<file path="config.mk">
export PLATFORM = sky130hd
export DESIGN_NAME = imm_ext_unit
export DESIGN_NICKNAME = d
export VERILOG_FILES = /design/src/rtl/imm_ext_pkg.sv /design/src/rtl/imm_ext_core.sv /design/src/rtl/imm_ext_unit.sv
export SDC_FILE = /design/constraint.sdc
export NUM_CORES = 1
export LEC_CHECK = 0
export ABC_AREA = 1
export CORE_UTILIZATION = 52
export CTS_CLUSTER_SIZE = 14
export DETAILED_ROUTE_END_ITERATION = 8
export GPL_TIMING_DRIVEN = 0
export HOLD_SLACK_MARGIN = 0.08
export PLACE_DENSITY = 0.88
export SLEW_MARGIN = 15
export SYNTH_ARGS = -nofsm -noshare
export SYNTH_HDL_FRONTEND = slang
export SYNTH_HIERARCHICAL = 1
export SYNTH_SLANG_ARGS = --single-unit
</file>
<file path="constraint.sdc">
create_clock -name clk -period 1.2 [get_ports clk]
set_input_delay 0.18 -clock clk [delete_from_list [all_inputs] [get_ports clk]]
set_output_delay 0.18 -clock clk [all_outputs]
set_load 0.005 [all_outputs]
</file>
<file path="src/rtl/imm_ext_pkg.sv">
// Shared mode encodings for the immediate-extension stage.
// Imported by the extension datapath core and by the registered top level.
package imm_ext_pkg;

  localparam int MODE_W = 2;

  localparam logic [MODE_W-1:0] MODE_ZERO     = 2'd0;
  localparam logic [MODE_W-1:0] MODE_SIGN     = 2'd1;
  localparam logic [MODE_W-1:0] MODE_SIGN_SHL = 2'd2;
  localparam logic [MODE_W-1:0] MODE_LOAD_PFX = 2'd3;

endpackage

</file>
<file path="src/rtl/imm_ext_core.sv">
// Combinational ZERO / SIGN / SIGN_SHL extension of an IMM_W field to DATA_W.
// LOAD_PFX produces no result here; the top level handles the prefix path.
module imm_ext_core
  import imm_ext_pkg::*;
#(
  parameter int DATA_W = 16,
  parameter int IMM_W  = 8,
  parameter int SHIFT  = 1
) (
  input  logic [IMM_W-1:0]  imm_in,
  input  logic [MODE_W-1:0] mode,
  output logic [DATA_W-1:0] imm_ext
);

  localparam int PFX_W = DATA_W - IMM_W;

  logic signed [DATA_W-1:0] sext_p0;
  logic        [DATA_W-1:0] zext_p0;

  // Arithmetic left shift of the sign-extended value, truncated to DATA_W.
  function automatic logic [DATA_W-1:0] shl_trunc(input logic signed [DATA_W-1:0] v);
    logic signed [DATA_W-1:0] s;
    s = v <<< SHIFT;
    return unsigned'(s);
  endfunction

  assign zext_p0 = {{PFX_W{1'b0}}, imm_in};
  assign sext_p0 = signed'({{PFX_W{imm_in[IMM_W-1]}}, imm_in});

  always_comb begin
    imm_ext = zext_p0;
    case (mode)
      MODE_ZERO:     imm_ext = zext_p0;
      MODE_SIGN:     imm_ext = unsigned'(sext_p0);
      MODE_SIGN_SHL: imm_ext = shl_trunc(sext_p0);
      default:       imm_ext = zext_p0;
    endcase
  end

endmodule

</file>
<file path="src/rtl/imm_ext_unit.sv">
// Registered immediate-extension stage with a LOAD_PFX prefix register and expiry timer.
// One-entry output register with valid/ready handshake; flush drops prefix and pending result.
module imm_ext_unit
  import imm_ext_pkg::*;
#(
  parameter int DATA_W  = 16,
  parameter int IMM_W   = 8,
  parameter int SHIFT   = 1,
  parameter int PFX_TTL = 3
) (
  input  logic              clk,
  input  logic              rst_n,
  input  logic              in_valid,
  output logic              in_ready,
  input  logic [IMM_W-1:0]  imm_in,
  input  logic [MODE_W-1:0] mode,
  input  logic              flush,
  output logic              out_valid,
  input  logic              out_ready,
  output logic [DATA_W-1:0] imm_out,
  output logic              pfx_used
);

  localparam int PFX_W = DATA_W - IMM_W;
  localparam int TTL_W = (PFX_TTL > 0) ? $clog2(PFX_TTL + 1) : 1;
  localparam logic [TTL_W-1:0] TTL_LAST = (PFX_TTL > 0) ? TTL_W'(PFX_TTL - 1) : '0;

  if (IMM_W >= DATA_W) begin : g_bad_imm_w
    $error("imm_ext_unit: IMM_W must be smaller than DATA_W");
  end
  if (PFX_W > IMM_W) begin : g_bad_pfx_w
    $error("imm_ext_unit: DATA_W-IMM_W must not exceed IMM_W");
  end
  if (SHIFT >= DATA_W) begin : g_bad_shift
    $error("imm_ext_unit: SHIFT must be smaller than DATA_W");
  end

  logic              accept_p0;
  logic              is_pfx_p0;
  logic [DATA_W-1:0] core_imm_p0;
  logic [DATA_W-1:0] next_imm_p0;

  logic              pfx_armed;
  logic [PFX_W-1:0]  pfx_reg;
  logic [TTL_W-1:0]  ttl_cnt;

  logic              vld_p1;
  logic [DATA_W-1:0] imm_p1;
  logic              pfx_used_p1;

  imm_ext_core #(
    .DATA_W (DATA_W),
    .IMM_W  (IMM_W),
    .SHIFT  (SHIFT)
  ) u_core (
    .imm_in  (imm_in),
    .mode    (mode),
    .imm_ext (core_imm_p0)
  );

  // ---- stage p0: handshake and result selection ----
  assign in_ready    = !vld_p1 || out_ready;
  assign accept_p0   = in_valid && in_ready && !flush;
  assign is_pfx_p0   = (mode == MODE_LOAD_PFX);
  // An armed prefix overrides the mode and supplies the upper bits verbatim.
  assign next_imm_p0 = pfx_armed ? {pfx_reg, imm_in} : core_imm_p0;

  // ---- stage p1: output register, prefix state and expiry timer ----
  always_ff @(posedge clk or negedge rst_n) begin
    if (!rst_n) begin
      vld_p1      <= 1'b0;
      imm_p1      <= '0;
      pfx_used_p1 <= 1'b0;
      pfx_armed   <= 1'b0;
      pfx_reg     <= '0;
      ttl_cnt     <= '0;
    end else if (flush) begin
      vld_p1      <= 1'b0;
      pfx_used_p1 <= 1'b0;
      pfx_armed   <= 1'b0;
      ttl_cnt     <= '0;
    end else if (accept_p0) begin
      ttl_cnt <= '0;
      if (is_pfx_p0) begin
        pfx_reg   <= imm_in[PFX_W-1:0];
        pfx_armed <= 1'b1;
        vld_p1    <= 1'b0;
      end else begin
        vld_p1      <= 1'b1;
        imm_p1      <= next_imm_p0;
        pfx_used_p1 <= pfx_armed;
        pfx_armed   <= 1'b0;
      end
    end else begin
      if (out_ready) begin
        vld_p1 <= 1'b0;
      end
      // Accept is handled above, so a request landing on the expiry cycle still wins.
      if (pfx_armed && (PFX_TTL != 0)) begin
        if (ttl_cnt == TTL_LAST) begin
          pfx_armed <= 1'b0;
          ttl_cnt   <= '0;
        end else begin
          ttl_cnt <= ttl_cnt + TTL_W'(1);
        end
      end
    end
  end

  assign out_valid = vld_p1;
  assign imm_out   = imm_p1;
  assign pfx_used  = pfx_used_p1;

endmodule

</file>
==> summary.txt <==
RUN STATUS
--------------------------------------------------------------------------------
Outcome                                                             finished, violations left
Violated checks                                                     negative setup slack

CRITICAL PATH
--------------------------------------------------------------------------------
R2r startpoint                                                      out_valid$_DFFE_PN0P_
Critical path startpoint category                                      flip-flop
Worst setup path category                                           flip-flop to flip-flop
Worst Setup SP                                                      out_valid$_DFFE_PN0P_
Crit path required time                                                  1470 ps
CP max FO                                                                      8
Worst Path Arrival                                                       1580 ps
Kind of end point of the critical path                                 flip-flop

POWER
--------------------------------------------------------------------------------
IR drop worst, VDD                                                    0.000697 V
Internal power                                                         0.00197 W
Total power after layout                                               0.00288 W
Switching power                                                       0.000913 W
Switching portion of total power                                           31.7%
Gate power share                                                           33.3%
Leakage power                                                            1.35 nW
Sequential power share                                                     42.4%
Clk network pwr share                                                      24.3%
Power per unit of standard cell area                                1140 nW/um^2

GLOBAL ROUTING
--------------------------------------------------------------------------------
Largest net degree at the start of global routing                             30
Vias in the first global route                                              1621
Global-route wire length before repair                                   7150 um
Number of antenna violations at the first check in global routing              0
Global Route Usage Sum                                                     27.1%
GR Overflow Total                                                              0

FINISH
--------------------------------------------------------------------------------
End-of-flow core utilization                                               79.9%
Ant diodes                                                                     0
Leading cell type in the layout, fill and taps excluded                  nand2_1
Synth-to-Final Area Change                                                 40.7%
Max FFs per register                                                          16
Commonest cells after routing, fill and taps aside                  nand2_1 (72), inv_1 (31), dfrtp_1 (29)
Number of nets in the layout                                                 315
Layout cell share with drive strength beyond 1                             24.7%
Count of non-filler cells in the finished layout                             343
Finished Cell Area                                                     2520 um^2

TIMING
--------------------------------------------------------------------------------
Max-slew violations                                                            0
Period utilization                                                          110%
Fin worst setup slack                                                    -118 ps
Measured slew at the worst slew-check pin                                 652 ps
RSZ-0062 raised after global routing                                         yes
Worst Skew                                                               10.4 ps
Tmin final                                                               1320 ps
Final-report setup violation count                                            25
Worst rel slew slack                                                       56.5%
Final-report hold violation count                                              0
Peak clock frequency supported by timing                                 759 MHz

CLOCK NETWORK
--------------------------------------------------------------------------------
Maximum clock path buffer count                                                2
CTS tree                                                                   built
Clock H-tree levels                                                            2
CTS Root Cell                                                           clkbuf_4
Clock latency on the worst-skew pair                                      330 ps
Total clock sinks                                                             29
Number of buffers created by CTS                                               5
Clock-pin slew on the worst setup and hold paths                           90 ps

DETAILED ROUTING
--------------------------------------------------------------------------------
Detailed-route via count                                                    1787
Final antenna-violating net count                                              0
Routed wire length                                                       4780 um
Via density                                                                 5.21
DRC violation count after routing                                              0
Detail-routed net length per standard cell                               13.9 um
Initial detailed-routing violation count                                     119
Pre-antenna DRT Iters                                                          4

JOB
--------------------------------------------------------------------------------
Max Cap Violations                                                             0

PLACED DESIGN
--------------------------------------------------------------------------------
Count of buffers from port buffering                                          33
Placed wire-length estimate after detailed placement                     2720 um
Total instance count after detailed placement                                319
Routability Congestion                                                     0.861
Placement Setup Slack                                                    -726 ps
Area post-placement                                                    2200 um^2

YOSYS
--------------------------------------------------------------------------------
Mapped cell area                                                       1790 um^2
Number of nets in the synthesized netlist                                    259
Post-synthesis instance total                                                242
Sequential cell area fraction in the yosys report                          40.5%
Prevailing post-synth register cell                                      dfrtp_1
Share of async-settable or async-resettable flops after synthesis           100%
Mean instance size in the synthesized netlist                          7.40 um^2
Yosys warning count                                                            6
Number of synthesized register bits                                           29
Netlist cell types                                                            18
EDFF count, synth                                                              0

HOLD PATH
--------------------------------------------------------------------------------
Worst hold path startpoint                                             imm_in[7]
Hold crit path type                                                 input pin to flip-flop

FLOORPLANNING
--------------------------------------------------------------------------------
Horizontal die dimension                                                 60.7 um
Top-Level Pins                                                                34
Initial core utilization                                                   56.8%
Cell row count                                                                20
Die ar.                                                                3680 um^2
Vertical die dimension                                                   60.7 um
CORE AREA                                                              3150 um^2

## power groups by stage
| stage | sequential, W | clock (W) | combinational, W |
|---|---|---|---|
| final | 0.00122 | 0.000700 | 0.000960 |
| after global routing | 0.00124 | 0.000747 | 0.00106 |
| after CTS | 0.00122 | 0.000707 | 0.000878 |
| after detailed placement | 0.00124 | 0 | 0.000872 |
| after global placement | 0.00124 | 0 | 0.000854 |
| after floorplan | 0.00125 | 0 | 0.000471 |
## cells in the mapped netlist (2+ instances only)
cell      instances  area, um^2
buf_2             3        15.0
inv_1            31         116
nor2_1            6        22.5
o21ai_0          15        75.1
buf_6             2        22.5
ha_1              2        25.0
nand2_1          89         334
a21oi_1           3        15.0
inv_2             3        11.3
nand2_4           3        33.8
o21bai_1         24         180
nand3_1          18        90.1
dfrtp_1          29         726
buf_4            10        75.1
## routing by layer
metal | track usage [%] | share of wire (%) | vias to the layer above
li1 | - | - | 861
met1 | 30.2 | 38 | 814
met2 | 48.0 | 52 | 89
met3 | 4.48 | 6.3 | 23
met4 | 16.6 | 4.1 | 0
met5 | 0 | 0 | -
## stage by stage
| step | hold slack (ps) | TNS [ps] |
|---|---|---|
| finish | 188 | -1470 |
| global route | 202 | -3070 |
| CTS | 328 | -620 |
| detailed placement | 240 | -13190 |
| global placement | 492 | -27590 |
| floorplan | -116 | 0 |
## worst paths after layout
kind	end	slack [ps]	cells past startpoint
worst max-delay path	pfx_reg[3]$_DFFE_PN0P_	-120	5
worst min-delay path	pfx_reg[7]$_DFFE_PN0P_	190	3
worst max register to register	pfx_reg[3]$_DFFE_PN0P_	-120	5
worst min register to register	pfx_used$_DFFE_PN0P_	530	2
max in group asynchronous	ttl_cnt[0]$_DFFE_PN0P_	380	2
min in group asynchronous	imm_out[12]$_DFFE_PN0P_	390	2
## final cells by class
cell class / count / area [um^2]
buffer: 15 / 146
clock buffer: 7 / 65.1
clock inverter: 1 / 5.00
fill: 227 / 633
inverter: 34 / 130
multi-input combinational: 164 / 918
sequential: 29 / 726
tap: 44 / 55.1
timing repair buffer: 49 / 474
## worst max-delay path, cell delays in order, from the launching register on
cell and delay [ps]:
dfrtp_1 400, buf_6 130, buf_4 130, a21boi_2 320, nand3_1 180, nand2_1 100
## cell families after synthesis
logic type,Yosys count,share of synthesized area [%]
buffers and inverters,49,13.4
DFF,29,40.5
AOI/OAI and AO/OA,44,16.1
adders and majority gates,2,1.40
and+or+nand+nor,118,28.5
## what timing repair did
item | 4_1_cts | 5_1_grt
hold buffers | 1 | 0
gates cloned | 1 | 1
pin swaps | 6 | 5
resized for setup | 52 | 20
hold endpoints to repair | 29 | 0
endpoints found under the setup margin | 37 | 35
setup buffers | 10 | 3
Note: power is estimated with default switching activity, not from simulation.
